[src/rtl/adder_slice_sched.sv]
`default_nettype none
// ============================================================================
// Module      : adder_slice_sched
// Description : Time-shares one external 4-bit adder slice between two
//               requesters, building WIDTH-bit sums one nibble per cycle.
//               Optional macro ADDER_SCHED_ERRCNT_EN adds an exact reference
//               sum, per-result mismatch flag and saturating error counter.
// Revision    : 1.0 - initial release
// ============================================================================
module adder_slice_sched #(
  parameter int WIDTH = 16
) (
  input  logic             clk,
  input  logic             rst,
  input  logic             req0_valid,
  output logic             req0_ready,
  input  logic [WIDTH-1:0] req0_a,
  input  logic [WIDTH-1:0] req0_b,
  input  logic             req0_cin,
  input  logic             req1_valid,
  output logic             req1_ready,
  input  logic [WIDTH-1:0] req1_a,
  input  logic [WIDTH-1:0] req1_b,
  input  logic             req1_cin,
  output logic             resp_valid,
  input  logic             resp_ready,
  output logic             resp_id,
  output logic [WIDTH-1:0] resp_sum,
  output logic             resp_cout,
  output logic             resp_err,
  output logic [15:0]      err_count,
  output logic [3:0]       slice_a,
  output logic [3:0]       slice_b,
  output logic             slice_cin,
  input  logic [3:0]       slice_sum,
  input  logic             slice_cout
);

  localparam int c_n  = WIDTH / 4;
  localparam int c_kw = (c_n > 1) ? $clog2(c_n) : 1;
  localparam logic [c_kw-1:0] c_klast = c_kw'(c_n - 1);

  localparam logic [1:0] c_idle = 2'd0;
  localparam logic [1:0] c_run  = 2'd1;
  localparam logic [1:0] c_done = 2'd2;

  logic [1:0]       r_state;
  logic [1:0]       w_next;
  logic [c_kw-1:0]  r_k;
  logic             r_last;
  logic             r_cin;
  logic             r_carry;
  logic [WIDTH-1:0] r_a;
  logic [WIDTH-1:0] r_b;
  logic [WIDTH-1:0] w_a_sh;
  logic [WIDTH-1:0] w_b_sh;
  logic [WIDTH-1:0] w_sum_next;
  logic [WIDTH-1:0] w_sel_a;
  logic [WIDTH-1:0] w_sel_b;
  logic             w_sel_cin;
  logic             w_take0;
  logic             w_take1;
  logic             w_accept;
  logic             w_last_step;

  // r_last holds the id granted most recently; a tie goes to the other one
  assign w_take0 = (r_state == c_idle) & ~rst & req0_valid & (~req1_valid | r_last);
  assign w_take1 = (r_state == c_idle) & ~rst & req1_valid & (~req0_valid | ~r_last);
  assign w_accept    = w_take0 | w_take1;
  assign w_last_step = (r_state == c_run) & (r_k == c_klast);

  assign w_sel_a   = w_take1 ? req1_a   : req0_a;
  assign w_sel_b   = w_take1 ? req1_b   : req0_b;
  assign w_sel_cin = w_take1 ? req1_cin : req0_cin;

  assign w_a_sh = r_a >> {r_k, 2'b00};
  assign w_b_sh = r_b >> {r_k, 2'b00};

  always_comb begin
    w_sum_next = resp_sum;
    w_sum_next[{r_k, 2'b00} +: 4] = slice_sum;
  end

  // State register
  always_ff @(posedge clk or posedge rst) begin
    if (rst) begin
      r_state <= c_idle;
    end else begin
      r_state <= w_next;
    end
  end

  // Next-state logic
  always_comb begin
    w_next = r_state;
    case (r_state)
      c_idle:  if (w_accept)    w_next = c_run;
      c_run:   if (w_last_step) w_next = c_done;
      c_done:  if (resp_ready)  w_next = c_idle;
      default: w_next = c_idle;
    endcase
  end

  // Output logic
  always_comb begin
    req0_ready = w_take0;
    req1_ready = w_take1;
    resp_valid = (r_state == c_done);
    slice_a    = 4'd0;
    slice_b    = 4'd0;
    slice_cin  = 1'b0;
    if (r_state == c_run) begin
      slice_a   = w_a_sh[3:0];
      slice_b   = w_b_sh[3:0];
      slice_cin = (r_k == '0) ? r_cin : r_carry;
    end
  end

  always_ff @(posedge clk or posedge rst) begin
    if (rst) begin
      r_a       <= '0;
      r_b       <= '0;
      r_cin     <= 1'b0;
      r_carry   <= 1'b0;
      r_k       <= '0;
      r_last    <= 1'b1;
      resp_id   <= 1'b0;
      resp_sum  <= '0;
      resp_cout <= 1'b0;
    end else begin
      if (w_accept) begin
        r_a     <= w_sel_a;
        r_b     <= w_sel_b;
        r_cin   <= w_sel_cin;
        r_k     <= '0;
        r_last  <= w_take1;
        resp_id <= w_take1;
      end
      if (r_state == c_run) begin
        resp_sum <= w_sum_next;
        r_carry  <= slice_cout;
        r_k      <= w_last_step ? '0 : r_k + c_kw'(1);
        if (w_last_step) begin
          resp_cout <= slice_cout;
        end
      end
    end
  end

`ifdef ADDER_SCHED_ERRCNT_EN
  logic [WIDTH:0] r_exact;
  logic           r_err;
  logic [15:0]    r_err_count;
  logic           w_mismatch;

  assign w_mismatch = ({slice_cout, w_sum_next} != r_exact);

  always_ff @(posedge clk or posedge rst) begin
    if (rst) begin
      r_exact     <= '0;
      r_err       <= 1'b0;
      r_err_count <= '0;
    end else begin
      if (w_accept) begin
        r_exact <= {1'b0, w_sel_a} + {1'b0, w_sel_b} + {{WIDTH{1'b0}}, w_sel_cin};
      end
      if (w_last_step) begin
        r_err <= w_mismatch;
        if (w_mismatch && (r_err_count != 16'hFFFF)) begin
          r_err_count <= r_err_count + 16'd1;
        end
      end
    end
  end

  assign resp_err  = r_err;
  assign err_count = r_err_count;
`else
  assign resp_err  = 1'b0;
  assign err_count = 16'd0;
`endif

endmodule
`default_nettype wire

[config.mk]
export PLATFORM = sky130hd
export DESIGN_NAME = adder_slice_sched
export DESIGN_NICKNAME = d
export VERILOG_FILES = /design/src/rtl/adder_slice_sched.sv
export SDC_FILE = /design/constraint.sdc
export NUM_CORES = 1
export LEC_CHECK = 0
export ABC_AREA = 1
export BUFFER_PORTS_ARGS = -buffer_cell sky130_fd_sc_hd__buf_2
export CAP_MARGIN = 10
export CELL_PAD_IN_SITES_DETAIL_PLACEMENT = 2
export CELL_PAD_IN_SITES_GLOBAL_PLACEMENT = 2
export CORE_ASPECT_RATIO = 1.5
export CORE_MARGIN = 10
export CORE_UTILIZATION = 27
export DETAILED_ROUTE_END_ITERATION = 8
export PLACE_DENSITY_LB_ADDON = 0.12
export SYNTH_ARGS = -nofsm -noshare
export SYNTH_HDL_FRONTEND = slang
export SYNTH_SLANG_ARGS = --single-unit
[constraint.sdc]
create_clock -name clk -period 5.78 [get_ports clk]
set_clock_uncertainty 0.2 [all_clocks]
set_input_delay 1.156 -clock clk [delete_from_list [all_inputs] [get_ports clk]]
set_output_delay 1.156 -clock clk [all_outputs]
set_load 0.05 [all_outputs]
==> flow_metrics.env, run 1 <==
export IMPL_status="complete, no violations"
export IMPL_post_cts_buffers=0
export IMPL_startpoint="r_k[0]"
export IMPL_switching_share_pct=50.2
export IMPL_layout_nets=637
export IMPL_start_util_pct=27.4
export IMPL_clkTransAtPathRegs_ns=0.05
export IMPL_power_static_leakage_nw=2.34
export IMPL_num_vias=3294
export IMPL_grt_pass1_wl_um=19100
export IMPL_synth_avg_cell_area_um2=7.36
export IMPL_worst_pin_slew_ns=0.819
export IMPL_hpwl_um=8990
export IMPL_cts_sinks=57
export IMPL_drv_cap=0
export IMPL_hold_start="r_a[7]"
export IMPL_post_route_min_period_ns=4.32
export IMPL_synth_seq_cells=57
export IMPL_cts_buffer_depth=2
export IMPL_yosysWarnings=0
export IMPL_crit_type="register to output pin"
export IMPL_viasPerCell=4.61
export IMPL_drc=0
export IMPL_root_buffer="clkbuf_16"
export IMPL_die_area_um2=17600
export IMPL_worstSetupStartpointType="register"
export IMPL_hp_class="register to register"
export IMPL_routed_wl_um=11700
export IMPL_layout_commonest_cell="nand2_1"
export IMPL_end_kind="output pin"
export IMPL_min_period_over_period_pct=74.7
export IMPL_r2r_start="r_k[0]"
export IMPL_final_setup_tns_ns=0
export IMPL_vdd_drop_max_v=0.000199
export IMPL_fp_dieW_um=112
export IMPL_grt_max_degree=58
export IMPL_wire_per_inst_um=16.4
export IMPL_p_sw_mw=1.18
export IMPL_drt_initial_drc_count=90
export IMPL_cts_tree="built"
export IMPL_num_io_pins=123
export IMPL_syn_area_um2=3410
export IMPL_p_seq_share_pct=29.9
export IMPL_grt_overflow_total=0
export IMPL_slew_headroom_pct=45.4
export IMPL_postPlaceCellArea_um2=3960
export IMPL_cts_max_level=3
export IMPL_finish_utilization_pct=34.0
export IMPL_cp_data_arrival_time_ns=2.96
export IMPL_final_cell_mix="nand2_1, buf_2, dfrtp_1, inv_1, nand3_1"
export IMPL_cp_max_fo=25
export IMPL_holdBufCountCts=0
export IMPL_ant_nets=0
export IMPL_synth_distinct_cells=25
export IMPL_yosysSeqAreaShare_pct=41.9
export IMPL_syn2layout_area_growth_pct=24.1
export IMPL_coreArea_um2=12400
export IMPL_numCtsBuffers=9
export IMPL_grt_setup_unrepaired="no"
export IMPL_die_y_um=158
export IMPL_io_buffer_count=105
export IMPL_slew_violations=0
export IMPL_hold_viol_final=0
export IMPL_routabilityCongestion=0.728
export IMPL_row_count=50
export IMPL_cts_resized=0
export IMPL_grtUsageTotal_pct=13.3
export IMPL_combPwrFrac_pct=49.6
export IMPL_dr_pass1_iters=4
export IMPL_setup_viol=0
export IMPL_max_freq_ghz=0.232
export IMPL_antenna_diode_count=0
export IMPL_power_density_nw_per_um2=557
export IMPL_final_area_um2=4230
export IMPL_layout_drive_gt1_share_pct=22.9
export IMPL_netlist_instances=463
export IMPL_clock_latency_ns=0.32
export IMPL_power_frac_clock_pct=20.5
export IMPL_cp_required_ns=4.42
export IMPL_antenna_found_initial=0
export IMPL_grt_pass1_vias=3841
export IMPL_internal_power_mw=1.17
==> layer usage <==
layer  up-vias  global-route usage (%)  wire length (um)
met4         0                    5.40               238
li1       1619                       -                 -
met3        14                    3.83               546
met2        80                    25.0              6440
met1      1581                    13.4              4490
met5         -                       0                 0
==> metrics by stage <==
stage / std cells / power (mW) / setup slack [ns] / hold slack [ns]
floorplan: 479 / 1.58 / 1.24 / 0.244
global placement: 701 / 1.86 / 1.63 / 0.264
detailed placement: 701 / 1.91 / 1.58 / 0.268
CTS: 714 / 2.41 / 1.40 / 0.282
global route: 714 / 2.56 / 1.18 / 0.311
finish: 714 / 2.36 / 1.46 / 0.277
==> cells in the mapped netlist <==
cell,count,area (um^2)
dfrtp_1,56,1400
ha_1,5,62.6
nand2_2,1,6.26
a21oi_1,9,45.0
nand2_4,1,11.3
a21oi_4,1,16.3
buf_2,4,20.0
o21ai_1,1,5.00
buf_1,5,18.8
clkbuf_1,9,33.8
o31ai_1,1,7.51
nand3_1,43,215
nor2_4,1,11.3
nand2_1,134,503
buf_4,23,173
inv_1,47,176
nor2_2,1,6.26
o21ai_0,35,175
nand4_1,8,50.1
nor2_1,40,150
o21bai_1,33,248
nor2_8,2,40.0
dfstp_2,1,26.3
conb_1,1,3.75
clkinv_1,1,3.75
==> power groups by stage <==
stage                     sequential [mW]  clock, mW  combinational (mW)
after floorplan                     0.811          0               0.769
after global placement              0.705          0                1.15
after detailed placement            0.713          0                1.19
after CTS                           0.709      0.503                1.20
after global routing                0.731      0.523                1.31
final                               0.704      0.483                1.17
==> kinds of logic (layout without fill, tap and decap cells) <==
group,count (synthesis),count (layout),share of synthesized area [%]
compound gates,80,80,14.6
fa+ha+maj,5,5,1.83
buf+inv,89,168,12.5
flops,57,57,41.9
other cells,1,17,0.110
simple gates,231,231,29.1
==> critical path: stages, from the launching register on <==
cell     delay, ns
dfrtp_1       0.87
inv_1         0.61
ha_1          0.49
inv_1         0.17
nand2_1       0.07
a21oi_1       0.14
buf_2         0.28
==> state kept, by name, summed over array words and instances, names as in the netlist <==
signal     count
r_a           16
r_b           16
r_carry        1
r_cin          1
r_k            2
r_last         1
r_state        2
resp_cout      1
resp_id        1
resp_sum      16
==> final cells by class <==
type / instances / area [um^2]
well taps: 156 / 195
inverters: 48 / 180
fillers: 1588 / 8220
clock buffers: 13 / 270
flip-flops and latches: 57 / 1430
repair buffers: 107 / 541
multi-input cells: 333 / 1620
==> path summary, 6_finish.rpt <==
kind	end	slack, ns	depth (start not counted)
setup / recovery	slice_cin	1.46	6
hold / removal	r_a[7]	0.28	2
setup reg to reg	resp_sum[9]	2.70	6
hold reg to reg	r_a[7]	0.28	2
max in group asynchronous	r_b[11]	3.98	3
min in group asynchronous	resp_id	0.89	3
Note: power is estimated with default switching activity, not from simulation.
==> inputs of run 2 (changes only) <==
- CORE_UTILIZATION: 27 -> 24
- clock period: 5.78 -> 3.7 ns (I/O delays scaled with it)
==> run 2 against run 1 <==
Flip-flop and latch count unchanged. Non-clock buffer count increased by 5. Largest cell class unchanged. Critical path depth increased by 1.
==> flow_metrics.env, run 2 (synthesis results as in run 1) <==
export IMPL_antenna_diode_count=0
export IMPL_num_io_pins=123
export IMPL_worstSetupStartpointType="register"
export IMPL_grt_overflow_total=0
export IMPL_switching_share_pct=50.3
export IMPL_power_static_leakage_nw=2.37
export IMPL_antenna_found_initial=0
export IMPL_crit_type="register to output pin"
export IMPL_holdBufCountCts=0
export IMPL_vdd_drop_max_v=0.000266
export IMPL_cts_resized=0
export IMPL_routed_wl_um=11800
export IMPL_cp_required_ns=2.76
export IMPL_layout_commonest_cell="nand2_1"
export IMPL_finalPower_mw=3.72
export IMPL_die_area_um2=19500
export IMPL_end_kind="output pin"
export IMPL_clock_latency_ns=0.33
export IMPL_internal_power_mw=1.85
export IMPL_setup_viol=0
export IMPL_cp_data_arrival_time_ns=2.18
export IMPL_min_period_over_period_pct=84.2
export IMPL_layout_nets=642
export IMPL_viasPerCell=4.38
export IMPL_status="complete, no violations"
export IMPL_drt_initial_drc_count=103
export IMPL_p_sw_mw=1.87
export IMPL_cp_slowest_cell="ha_1"
export IMPL_cts_buffer_depth=2
export IMPL_coreArea_um2=14000
export IMPL_clkTransAtPathRegs_ns=0.05
export IMPL_row_count=53
export IMPL_fp_dieW_um=117
export IMPL_fill_cells=1722
export IMPL_drc=0
export IMPL_grt_pass1_vias=3847
export IMPL_hold_viol_final=0
export IMPL_combPwrFrac_pct=50.8
export IMPL_final_setup_tns_ns=0
export IMPL_cts_tree="built"
export IMPL_power_frac_clock_pct=20.8
export IMPL_worst_pin_slew_ns=0.814
export IMPL_num_vias=3320
export IMPL_grt_max_degree=58
export IMPL_power_density_nw_per_um2=860
export IMPL_slew_violations=0
export IMPL_ant_nets=0
export IMPL_reg_top3="r_a x16, r_b x16, resp_sum x16"
export IMPL_grt_setup_unrepaired="no"
export IMPL_die_y_um=166
export IMPL_numCtsBuffers=9
export IMPL_final_cell_mix="nand2_1, buf_2, dfrtp_1, inv_1, nand3_1"
export IMPL_cts_max_level=3
export IMPL_dpl_cell_count=742
export IMPL_io_buffer_count=105
export IMPL_p_seq_share_pct=28.4
export IMPL_grtUsageTotal_pct=12.5
export IMPL_post_cts_buffers=0
export IMPL_cp_max_fo=12
export IMPL_start_util_pct=24.4
export IMPL_hpwl_um=9250
export IMPL_fin_cells=758
export IMPL_path_delay_family="buffers and inverters"
export IMPL_drv_cap=0
export IMPL_path_buf_inv=4
export IMPL_post_route_min_period_ns=3.12
export IMPL_slowest_delay_ns=0.39
export IMPL_max_freq_ghz=0.321
export IMPL_wire_per_inst_um=15.6
export IMPL_dr_pass1_iters=4
export IMPL_layout_drive_gt1_share_pct=23.9
export IMPL_root_buffer="clkbuf_16"
export IMPL_syn2layout_area_growth_pct=26.8
export IMPL_slew_headroom_pct=45.6
export IMPL_routabilityCongestion=0.756
export IMPL_hp_class="register to register"
export IMPL_grt_pass1_wl_um=20000
export IMPL_cts_sinks=57
export IMPL_cp_cell_sequence="buf_4 -> clkinv_1 -> ha_1 -> inv_1 -> nand2_1 -> a21oi_1 -> buf_2"
-- run 2: changes by cell type in the layout (fill, tap and decap cells not counted), sizes merged --
cell and delta:
buf +5, clkinvlp +1, inv -1, clkinv +3
-- run 2: power by group through the flow --
stage               clock network (mW)  registers, mW  logic, mW
finish                           0.774           1.05       1.89
global route                     0.825           1.10       2.14
CTS                              0.799           1.06       1.94
detailed placement                   0           1.07       1.94
global placement                     0           1.06       1.90
floorplan                            0           1.27       1.20
-- run 2: final cells by class --
type,count,area (um^2),area share (%)
repair buffers,112,578,13.4
well taps,192,240,5.56
clock buffers,13,260,6.02
flip-flops and latches,57,1430,33.0
clock inverters,3,15.0,0.347
multi-input cells,333,1620,37.4
inverters,48,184,4.26
-- run 2: worst paths after layout --
path / slack, ns / cells past startpoint / endpoint / start
worst max-delay path: 0.58 / 7 / slice_cin / r_k[1]
worst min-delay path: 0.28 / 2 / r_a[14] / r_a[14]
worst max register to register: 1.38 / 7 / resp_sum[8] / r_k[1]
worst min register to register: 0.28 / 2 / r_a[14] / r_a[14]
max in group asynchronous: 2.30 / 3 / r_a[5] / rst
min in group asynchronous: 0.48 / 3 / resp_cout / rst
-- run 2: worst reg2reg max path: cells and delay by family (launching register included) --
kind / cells / cell delay [ns]
and+or+nand+nor: 3 / 0.63
buffers and inverters: 3 / 0.61
adders and majority gates: 1 / 0.49
DFF: 1 / 0.32
-- run 2: layer usage --
layer,up-vias,GRT usage [%],wire length (um)
met2,70,23.6,6560
met4,0,4.26,156
li1,1629,-,-
met1,1608,12.9,4610
met5,-,0,0
met3,13,3.27,498
-- run 2: per-stage QoR --
stage	hold WS (ns)	util, %	setup WS (ns)	area (um^2)
global placement	0.264	28.9	0.948	4050
finish	0.276	30.9	0.584	4320
global route	0.316	30.9	0.366	4320
detailed placement	0.270	28.9	0.888	4050
CTS	0.288	30.9	0.526	4320
floorplan	0.244	-	0.463	3470
==> inputs of run 3 (changes only) <==
- clock period: 3.7 -> 2.61 ns (I/O delays scaled with it)
==> run 3 against run 2 <==
Clock-buffer cell count down 1. Worst setup slack worse by 0.39 ns. Hold slack worse by 0.095 ns. Utilization up 0.21 points. Highest routed layer unchanged. Via count down 0.24%. Sequential power up 41%. Final cell count up 0.26%.
==> flow_metrics.env, run 3 (synthesis results as in run 1) <==
export IMPL_io_buffer_count=105
export IMPL_grt_setup_unrepaired="no"
export IMPL_coreArea_um2=14000
export IMPL_fp_dieW_um=117
export IMPL_startpoint="r_k[0]"
export IMPL_post_route_min_period_ns=2.41
export IMPL_cts_max_level=3
export IMPL_crit_top_cell="nor2_1"
export IMPL_cp_required_ns=1.89
export IMPL_holdBufCountCts=0
export IMPL_num_vias=3312
export IMPL_cts_sinks=57
export IMPL_antenna_found_initial=0
export IMPL_grtUsageTotal_pct=12.9
export IMPL_status="complete, no violations"
export IMPL_cp_max_fo=12
export IMPL_dr_pass1_iters=4
export IMPL_reg_top3="r_a x16, r_b x16, resp_sum x16"
export IMPL_final_cell_mix="nand2_1, buf_2, dfrtp_1, inv_1, nand3_1"
export IMPL_vdd_drop_max_v=0.000319
export IMPL_timing_hold_ws_ns=0.182
export IMPL_drc=0
export IMPL_hpwl_um=9480
export IMPL_root_buffer="clkbuf_16"
export IMPL_die_y_um=166
export IMPL_hp_class="input pin to register"
export IMPL_layout_commonest_cell="nand2_1"
export IMPL_grt_pass1_wl_um=20300
export IMPL_cp_cell_sequence="buf_4 -> nor2_1 -> nor2_1 -> o21ai_0 -> a21oi_1 -> buf_2"
export IMPL_syn2layout_area_growth_pct=27.6
export IMPL_wire_per_inst_um=16.1
export IMPL_worstSetupStartpointType="register"
export IMPL_start_util_pct=24.4
export IMPL_grt_overflow_total=0
export IMPL_grt_max_degree=58
export IMPL_cts_buffer_depth=2
export IMPL_post_cts_buffers=0
export IMPL_clock_latency_ns=0.32
export IMPL_row_count=53
export IMPL_end_kind="output pin"
export IMPL_layout_drive_gt1_share_pct=24.3
export IMPL_cp_data_arrival_time_ns=1.69
export IMPL_die_area_um2=19500
export IMPL_cts_resized=0
export IMPL_crit_type="register to output pin"
export IMPL_clkTransAtPathRegs_ns=0.05
export IMPL_grt_pass1_vias=3914
export IMPL_power_static_leakage_nw=2.38
export IMPL_worst_pin_slew_ns=0.760
export IMPL_slowest_delay_ns=0.36
export IMPL_path_delay_family="buffers and inverters"
export IMPL_numCtsBuffers=9
export IMPL_drv_cap=0
export IMPL_r2r_start="r_k[1]"
export IMPL_viasPerCell=4.36
export IMPL_min_period_over_period_pct=92.4
export IMPL_layout_nets=647
export IMPL_cts_tree="built"
export IMPL_routabilityCongestion=0.718
export IMPL_hold_start="resp_ready"
export IMPL_setup_viol=0
export IMPL_power_density_nw_per_um2=1210
export IMPL_max_freq_ghz=0.415
export IMPL_final_setup_tns_ns=0
export IMPL_routed_wl_um=12200
export IMPL_finish_utilization_pct=31.1
export IMPL_slew_headroom_pct=49.4
export IMPL_slew_violations=0
export IMPL_hold_viol_final=0
export IMPL_antenna_diode_count=0
export IMPL_path_buf_inv=2
export IMPL_cp_slowest_cell="dfrtp_1"
export IMPL_num_io_pins=123
export IMPL_ant_nets=0
export IMPL_drt_initial_drc_count=119
## run 3: final timing paths
check | end | slack (ns) | cells after the start
worst max-delay path | slice_b[1] | 0.20 | 6
worst min-delay path | r_state[1] | 0.18 | 2
worst max register to register | resp_sum[10] | 0.62 | 7
worst min register to register | r_a[13] | 0.27 | 2
max in group asynchronous | resp_sum[11] | 1.41 | 3
min in group asynchronous | resp_sum[15] | 0.28 | 3
## run 3: cell type report
| cell class | instances | area, um^2 |
|---|---|---|
| clock buffers | 12 | 246 |
| clock inverters | 1 | 5.00 |
| fillers | 1716 | 9640 |
| inverters | 48 | 184 |
| multi-input cells | 333 | 1620 |
| flip-flops and latches | 57 | 1430 |
| well taps | 192 | 240 |
| repair buffers | 117 | 628 |
## run 3: metal layers
metal	up-vias	wire (um)	track usage (%)
met5	-	0	0
met4	0	93	3.44
met3	6	427	3.44
met2	64	6960	24.9
met1	1607	4770	13.2
li1	1635	-	-
## run 3: through the flow
| step | cells | worst slack, ns | total power [mW] | cell area, um^2 |
|---|---|---|---|---|
| after floorplan | 479 | -0.127 | 3.52 | 3500 |
| final | 760 | 0.198 | 5.28 | 4350 |
| after global routing | 760 | 0.0297 | 5.77 | 4350 |
| after detailed placement | 747 | 0.424 | 4.33 | 4100 |
| after CTS | 760 | 0.138 | 5.41 | 4350 |
| after global placement | 747 | 0.477 | 4.26 | 4100 |
## run 3: power breakdown
group | internal, mW | switching (mW) | total [mW]
Clock | 0.649 | 0.382 | 1.03
Sequential | 1.27 | 0.207 | 1.48
Combinational | 0.706 | 2.06 | 2.77
Total | 2.62 | 2.65 | 5.28
